File: config.mk
export PLATFORM = sky130hd
export DESIGN_NAME = cascade_prefix_pipe
export DESIGN_NICKNAME = d
export VERILOG_FILES = /design/src/rtl/cascade_prefix_pipe_pkg.sv /design/src/rtl/cascade_pipe_stage.sv /design/src/rtl/cascade_prefix_pipe.sv
export SDC_FILE = /design/constraint.sdc
export NUM_CORES = 1
export LEC_CHECK = 0
export CAP_MARGIN = 20
export CORE_ASPECT_RATIO = 0.7
export CORE_MARGIN = 5
export CORE_UTILIZATION = 36
export CTS_CLUSTER_SIZE = 40
export DETAILED_ROUTE_END_ITERATION = 6
export GPL_TIMING_DRIVEN = 0
export HOLD_SLACK_MARGIN = 0.05
export PLACE_DENSITY = 0.61
export SYNTH_ARGS = -nofsm -noshare
export SYNTH_HDL_FRONTEND = slang
export SYNTH_SLANG_ARGS = --single-unit
File: constraint.sdc
create_clock -name clk -period 3.3 [get_ports clk]
set_input_delay 0.33 -clock clk [delete_from_list [all_inputs] [get_ports clk]]
set_output_delay 0.33 -clock clk [all_outputs]
set_load 0.005 [all_outputs]
File: src/rtl/cascade_prefix_pipe_pkg.sv
// Shared types and parameter bounds for the cascaded prefix-reduction pipeline.
package cascade_prefix_pipe_pkg;

  typedef enum logic [1:0] {
    MODE_AND  = 2'b00,
    MODE_OR   = 2'b01,
    MODE_XOR  = 2'b10,
    MODE_PASS = 2'b11
  } mode_e;

  localparam int unsigned N_CH_MIN         = 2;
  localparam int unsigned N_CH_MAX         = 32;
  localparam int unsigned EXTRA_STAGES_MIN = 0;
  localparam int unsigned EXTRA_STAGES_MAX = 4;

endpackage

File: src/rtl/cascade_pipe_stage.sv
// One elastic register slice: valid, data and mode, loaded when the stage may advance.
module cascade_pipe_stage
  import cascade_prefix_pipe_pkg::*;
#(
  parameter int unsigned W = 4
) (
  input  logic         clk,
  input  logic         rst_n,
  input  logic         i_adv,
  input  logic         i_valid,
  input  logic [W-1:0] i_data,
  input  logic [1:0]   i_mode,
  output logic         o_valid,
  output logic [W-1:0] o_data,
  output logic [1:0]   o_mode
);

  logic         r_valid;
  logic [W-1:0] r_data;
  logic [1:0]   r_mode;

  // Valid follows the predecessor on advance; payload only moves with a real transaction so
  // the output stays quiet while the pipe idles.
  always_ff @(posedge clk or negedge rst_n) begin
    if (!rst_n) begin
      r_valid <= 1'b0;
      r_data  <= '0;
      r_mode  <= MODE_AND;
    end else if (i_adv) begin
      r_valid <= i_valid;
      if (i_valid) begin
        r_data <= i_data;
        r_mode <= i_mode;
      end
    end
  end

  assign o_valid = r_valid;
  assign o_data  = r_data;
  assign o_mode  = r_mode;

endmodule

File: src/rtl/cascade_prefix_pipe.sv
// Elastic pipeline computing a per-channel prefix AND/OR/XOR (or pass-through) of its input.
module cascade_prefix_pipe
  import cascade_prefix_pipe_pkg::*;
#(
  parameter int unsigned N_CH         = 4,
  parameter int unsigned EXTRA_STAGES = 0
) (
  input  logic            clk,
  input  logic            rst_n,
  input  logic            in_valid,
  output logic            in_ready,
  input  logic [N_CH-1:0] in_data,
  input  logic [1:0]      in_mode,
  output logic            out_valid,
  input  logic            out_ready,
  output logic [N_CH-1:0] out_data,
  output logic [1:0]      out_mode
);

  localparam int unsigned L = 2 + EXTRA_STAGES;

  if (N_CH < N_CH_MIN || N_CH > N_CH_MAX || EXTRA_STAGES > EXTRA_STAGES_MAX) begin : g_bad_param
    $error("cascade_prefix_pipe: parameter out of legal range");
  end

  logic [L-1:0]    w_valid;
  logic [L-1:0]    w_adv;
  logic [L-1:0]    w_vin;
  logic [N_CH-1:0] w_data [L];
  logic [N_CH-1:0] w_din  [L];
  logic [1:0]      w_mode [L];
  logic [1:0]      w_min  [L];
  logic [N_CH-1:0] w_prefix;

  // A stage may advance if it or any stage downstream of it is empty, or the consumer takes
  // the head; written flat so each bit depends only on register outputs and out_ready.
  always_comb begin
    w_adv = '0;
    for (int unsigned k = 0; k < L; k++) begin
      logic acc;
      acc = out_ready;
      for (int unsigned j = k; j < L; j++) begin
        acc = acc | ~w_valid[j];
      end
      w_adv[k] = acc;
    end
  end

  // Ripple prefix reduction over the captured S0 word, LSB first.
  always_comb begin
    logic acc;
    w_prefix = w_data[0];
    acc      = w_data[0][0];
    for (int unsigned i = 1; i < N_CH; i++) begin
      case (mode_e'(w_mode[0]))
        MODE_AND: acc = acc & w_data[0][i];
        MODE_OR:  acc = acc | w_data[0][i];
        MODE_XOR: acc = acc ^ w_data[0][i];
        default:  acc = w_data[0][i];
      endcase
      w_prefix[i] = acc;
    end
  end

  for (genvar k = 0; k < L; k++) begin : g_stage
    if (k == 0) begin : g_capture
      assign w_vin[k] = in_valid;
      assign w_din[k] = in_data;
      assign w_min[k] = in_mode;
    end else if (k == 1) begin : g_result
      assign w_vin[k] = w_valid[0];
      assign w_din[k] = w_prefix;
      assign w_min[k] = w_mode[0];
    end else begin : g_delay
      assign w_vin[k] = w_valid[k-1];
      assign w_din[k] = w_data[k-1];
      assign w_min[k] = w_mode[k-1];
    end

    cascade_pipe_stage #(
      .W(N_CH)
    ) u_stage (
      .clk    (clk),
      .rst_n  (rst_n),
      .i_adv  (w_adv[k]),
      .i_valid(w_vin[k]),
      .i_data (w_din[k]),
      .i_mode (w_min[k]),
      .o_valid(w_valid[k]),
      .o_data (w_data[k]),
      .o_mode (w_mode[k])
    );
  end

  assign in_ready  = w_adv[0];
  assign out_valid = w_valid[L-1];
  assign out_data  = w_data[L-1];
  assign out_mode  = w_mode[L-1];

endmodule
==> impl_metrics.csv, run 1 <==
group,metric,value,unit
outcome,status,"completed",
final_layout,multi_input_area,310,um^2
clock_network,post_cts_resized,0,
synth,synth_edf_count,0,
final_layout,nFillCells,175,
sta,worstMarginPinSlew,0.647,ns
clock_network,tritoncts.num_buffers,3,
pwr,finalPower,0.000530,W
synth,ys_seq_elements,14,
sta,finalHoldViolations,0,
synth,synthCells,50,
setup_path,path_max_fanout,4,
setup_path,crit_buf_inv,1,
setup_path,crit_chain,"inv_1 -> ha_1 -> mux4_2 -> ha_1 -> mux2i_1 -> mux2i_1 -> ha_1 -> a211o_1 -> a41o_1",
sta,fin_crit_sh,0.790,
drt,vias_per_cell,4.63,
drt,remaining_drc_errors,0,
setup_path,path_depth,9,
clock_network,clock_sinks,14,
clock_network,htreeDepth,1,
synth,yosysTopAreaCellShare,0.518,
drt,first_pass_iters,3,
sta,setup_violations,0,
placement,gp_congestion,0.688,
global_route,grt_pass1_wl,1970,um
floorplan,die_area,2860,um^2
sta,slew-limit-headroom,0.567,
setup_path,crit_family,"adder cells",
placement,portBuffers,17,
drt,drt-initial-drc-count,4,
sta,finalClockSkew,0.00457,ns
final_layout,register_area,350,um^2
setup_path,critical_path_class,"flop to flop",
floorplan,placementRows,13,
drt,avgRoutedWirePerCell,12.9,um
placement,dp_hpwl,911,um
sta,fmax,383,MHz
synth,yosysMostFrequentCell,"dfrtp_1",
final_layout,fin_nets,86,
global_route,grt_max_degree,15,
clock_network,postCtsSetupBuffers,0,
synth,synthesis.area,677,um^2
sta,fin_setup_tns,0,ns
synth,ys_types,16,
floorplan,die_w,61.8,um
synth,synth_top_cell_by_area,"dfrtp_1",
sta,slew_violations,0,
clock_network,clk_latency,0.29,ns
clock_network,postCtsHoldBufs,0,
synth,ys_top_cells_by_count,"dfrtp_1, mux2_2, ha_1",
clock_network,cts_tree,"built",
sta,worst_hold_slack,0.432,ns
setup_path,end_kind,"flop",
pwr,p_leak,0.402,nW
sta,period_needed,2.61,ns
final_layout,final_core_util,0.500,
synth,synthArstFlopShare,1.00,
setup_path,r2r_cells,9,
synth,ys_top_cells_by_area,"dfrtp_1, mux2_2, ha_1",
clock_network,clk_pin_slew_worst_paths,0.09,ns
floorplan,die_h,46.3,um
clock_network,cts_root_buf,"clkbuf_4",
global_route,antenna_found_initial,0,
clock_network,cts_buffer_depth,2,
final_layout,antenna_cells,0,
global_route,grtUsageTotal,0.101,
drt,antenna_left,0,
synth,yosysSeqAreaShare,0.518,
setup_path,arrival,2.79,ns
setup_path,critPathMaxStageDelay,0.48,ns
drt,drt_wl_total,1200,um
floorplan,core_area,1820,um^2
synth,syn_nets,64,
setup_path,cp-start-kind,"flop",
global_route,grt_overflow,0,
synth,syn_avg_cell_area,13.5,um^2
floorplan,io_pins,18,
setup_path,slowest_stage,"mux4_2",
run,drv_cap,0,
global_route,grt_pass1_vias,414,
setup_path,cp.required,3.48,ns
floorplan,initial_core_util,0.372,
pwr,power_density,582,nW/um^2
pwr,peakVddDrop,0.330,mV
synth,yosysWarnings,0,
drt,via_count,431,
final_layout,drive_gt1_frac,0.254,
final_layout,area_delta_synth_final,34.6,%
setup_path,path_common_cell,"ha_1",
sta,grt_setup_unrepaired,"no",
synth,synth_ff_type,"dfrtp_1",
worst_hold_path,hp-class,"primary input to async pin",
-- report_power, final --
group | switching (W) | leakage, nW | internal (W)
registers | 0.0000245 | 0.162 | 0.000209
clock network | 0.0000610 | 0.0210 | 0.0000672
logic | 0.0000534 | 0.219 | 0.000115
-- registers in the layout, indices dropped and copies added, names as in the netlist --
register / flops
g_stage.u_stage.o_valid: 2
g_stage.u_stage.o_mode: 4
g_stage.u_stage.o_data: 8
-- cell type report --
class | instances | share of cell area
timing repair buffer | 17 | 0.187
inverter | 3 | 0.0124
sequential | 14 | 0.385
tap | 22 | 0.0302
multi-input combinational | 32 | 0.341
clock buffer | 4 | 0.0398
buffer | 1 | 0.00549
-- cell usage in the layout, fill, tap and decap left out, drive strengths merged --
| cell | netlist | layout |
|---|---|---|
| clkbuf | 0 | 4 |
| nand2 | 2 | 2 |
| mux2i | 2 | 2 |
| mux2 | 11 | 11 |
| mux4 | 1 | 1 |
| inv | 3 | 3 |
| a41o | 1 | 1 |
| nand3b | 1 | 1 |
| nor2b | 3 | 3 |
| clkdlybuf4s50 | 0 | 17 |
| a21boi | 1 | 1 |
| dfrtp | 14 | 14 |
| buf | 1 | 1 |
| o21ai | 1 | 1 |
| o21ba | 1 | 1 |
| ha | 4 | 4 |
| a211o | 1 | 1 |
| nand2b | 3 | 3 |
-- final timing paths --
kind                                                    from                           end  slack (ns)
worst min register to register  g_stage[1].u_stage.o_data[1]  g_stage[1].u_stage.o_data[1]        0.51
worst max-delay path            g_stage[0].u_stage.o_data[0]  g_stage[1].u_stage.o_data[3]        0.69
worst max register to register  g_stage[0].u_stage.o_data[0]  g_stage[1].u_stage.o_data[3]        0.69
max in group asynchronous                              rst_n  g_stage[0].u_stage.o_data[1]        2.45
worst min-delay path                                   rst_n    g_stage[1].u_stage.o_valid        0.43
min in group clk                g_stage[1].u_stage.o_data[1]  g_stage[1].u_stage.o_data[1]        0.51
-- stage by stage --
stage                     instances  area (um^2)  setup WS, ns
final                            93          911         0.692
after global routing             93          911         0.534
after CTS                        93          911         0.649
after detailed placement         89          875         0.672
after global placement           89          875         0.689
after floorplan                  50          677         0.800
-- layer usage --
metal	up-vias	global-route usage	part of all wire
met2	12	0.129	0.40
met3	2	0.0504	0.069
met1	197	0.137	0.52
met4	0	0.0508	0.0083
li1	220	-	-
met5	-	0	0
-- cell families (layout without fill, tap and decap cells) --
group,after synthesis,count (layout),synth area share
compound gates,5,5,0.0610
fa+ha+maj,4,4,0.0739
buf+inv,4,25,0.0240
flops,14,14,0.518
mux,14,14,0.246
simple gates,9,9,0.0776
-- worst register-to-register path, delay by kind of cell (launching register included) --
family / cells / cell delay [ns]
flops: 1 / 0.39
buf+inv: 1 / 0.05
compound gates: 2 / 0.52
fa+ha+maj: 3 / 0.84
mux: 3 / 0.71
Note: power is estimated with default switching activity, not from simulation.
==> inputs of run 2 (changes only) <==
- clock period: 3.3 -> 2.7 ns (I/O delays scaled with it)
==> impl_metrics.csv, run 2 (synthesis gave the netlist of run 1 again) <==
group,metric,value,unit
setup_path,cp-start-kind,"flop",
setup_path,crit_buf_inv,1,
setup_path,reg2reg_from,"g_stage[0].u_stage.o_data[0]",
drt,antenna_left,0,
final_layout,fin_nets,87,
clock_network,htreeDepth,1,
sta,fmax,382,MHz
placement,portBuffers,17,
drt,drt_wl_total,1240,um
setup_path,r2r_end,"g_stage[1].u_stage.o_data[3]",
sta,finalClockSkew,0.00261,ns
final_layout,nFillCells,173,
drt,avgRoutedWirePerCell,13.1,um
global_route,grtUsageTotal,0.101,
floorplan,placementRows,13,
final_layout,final_core_util,0.512,
pwr,power_density,715,nW/um^2
global_route,antenna_found_initial,0,
final_layout,antenna_cells,0,
floorplan,io_pins,18,
clock_network,clk_pin_slew_worst_paths,0.09,ns
outcome,status,"completed",
clock_network,clock_sinks,14,
global_route,grt_pass1_wl,1970,um
floorplan,die_w,61.8,um
pwr,peakVddDrop,0.421,mV
global_route,grt_overflow,0,
clock_network,tritoncts.num_buffers,3,
placement,placed_area,875,um^2
floorplan,die_area,2860,um^2
floorplan,initial_core_util,0.372,
sta,finalHoldViolations,0,
final_layout,final_cell_count_no_fill,94,
run,drv_cap,0,
setup_path,path_common_cell,"mux2i_1",
setup_path,critPathMaxStageDelay,0.52,ns
final_layout,area_delta_synth_final,37.9,%
drt,remaining_drc_errors,0,
setup_path,crit_family,"adder cells",
sta,period_needed,2.61,ns
clock_network,clk_latency,0.28,ns
final_layout,largest_reg_flops,8,
setup_path,r2r_cells,9,
final_layout,final_cell_mix,"clkdlybuf4s50_1, dfrtp_1, mux2_2",
drt,drt-initial-drc-count,3,
global_route,grt_max_degree,15,
sta,setup_violations,0,
placement,dp.cells,89,
setup_path,rrSetupSlack,0.09,ns
placement,gp_congestion,0.688,
sta,slew_violations,0,
pwr,p_leak,0.405,nW
sta,worstMarginPinSlew,0.636,ns
clock_network,cts_buffer_depth,2,
sta,slew-limit-headroom,0.575,
setup_path,slowest_stage,"mux4_2",
setup_path,crit_chain,"inv_1 -> ha_1 -> mux4_2 -> ha_4 -> mux2i_1 -> mux2i_1 -> ha_2 -> a211o_1 -> a41o_1",
final_layout,fin_area,933,um^2
clock_network,postCtsHoldBufs,0,
setup_path,cp.required,2.88,ns
drt,first_pass_iters,3,
setup_path,critical_path_class,"flop to flop",
sta,fin_crit_sh,0.968,
final_layout,final_common_cell,"clkdlybuf4s50_1",
floorplan,die_h,46.3,um
setup_path,path_max_fanout,4,
setup_path,end_kind,"flop",
floorplan,core_area,1820,um^2
clock_network,cts_tree,"built",
worst_hold_path,hp-class,"primary input to async pin",
global_route,grt_pass1_vias,414,
final_layout,drive_gt1_frac,0.292,
drt,vias_per_cell,4.78,
clock_network,cts_root_buf,"clkbuf_4",
placement,dp_hpwl,911,um
setup_path,arrival,2.80,ns
drt,via_count,449,
-- run 2: worst max-delay path by stage --
stage	start	end	slack (ns)	cells past startpoint
after global placement	g_stage[0].u_stage.o_data[0]	g_stage[1].u_stage.o_data[3]	0.09	9
final	g_stage[0].u_stage.o_data[0]	g_stage[1].u_stage.o_data[3]	0.09	9
after CTS	g_stage[0].u_stage.o_data[0]	g_stage[1].u_stage.o_data[3]	0.05	9
after global routing	g_stage[0].u_stage.o_data[0]	g_stage[1].u_stage.o_data[3]	-0.001	10
after floorplan	g_stage[0].u_stage.o_data[0]	g_stage[1].u_stage.o_data[3]	0.20	9
after detailed placement	g_stage[0].u_stage.o_data[0]	g_stage[1].u_stage.o_data[3]	0.07	9
-- run 2: area by class of cell --
| class | instances | area [um^2] | area share |
|---|---|---|---|
| Sequential cell | 14 | 350 | 0.375 |
| Multi-Input combinational cell | 32 | 325 | 0.349 |
| Timing Repair Buffer | 18 | 178 | 0.190 |
| Clock buffer | 4 | 36.3 | 0.0389 |
| Tap cell | 22 | 27.5 | 0.0295 |
| Inverter | 3 | 11.3 | 0.0121 |
| Buffer | 1 | 5.00 | 0.00536 |
-- run 2: power by group --
part | internal (W) | switching, W | leakage [nW] | total (W)
Sequential | 0.000256 | 0.0000312 | 0.162 | 0.000287
Combinational | 0.000152 | 0.0000731 | 0.223 | 0.000225
Clock | 0.0000821 | 0.0000734 | 0.0210 | 0.000156
-- run 2: stage by stage --
stage               total power, W  worst slack [ns]  setup TNS, ns  hold WS, ns
CTS                       0.000659            0.0489              0        0.388
detailed placement        0.000501            0.0718              0        0.498
global route              0.000708          -0.00143       -0.00143        0.421
floorplan                 0.000395             0.200              0      -0.0256
finish                    0.000668            0.0854              0        0.371
global placement          0.000495            0.0894              0        0.487
-- run 2: metal layers --
metal	track usage	part of all wire	wire (um)	up-vias
met1	0.137	0.50	613	212
met3	0.0504	0.076	94	3
met2	0.129	0.42	520	13
li1	-	-	-	221
met4	0.0508	0.0065	8	0
met5	0	0	0	-
-- run 2: worst reg2reg max path: stages (launching register included) --
cell and delay [ns]:
dfrtp_1 0.39, inv_1 0.05, ha_1 0.27, mux4_2 0.52
ha_4 0.28, mux2i_1 0.07, mux2i_1 0.20, ha_2 0.30
a211o_1 0.25, a41o_1 0.18
-- run 2: what timing repair did --
item | 4_1_cts | 5_1_grt
endpoints found under the setup margin | 0 | 1
setup buffers | 0 | 1
gates resized for setup | 0 | 2
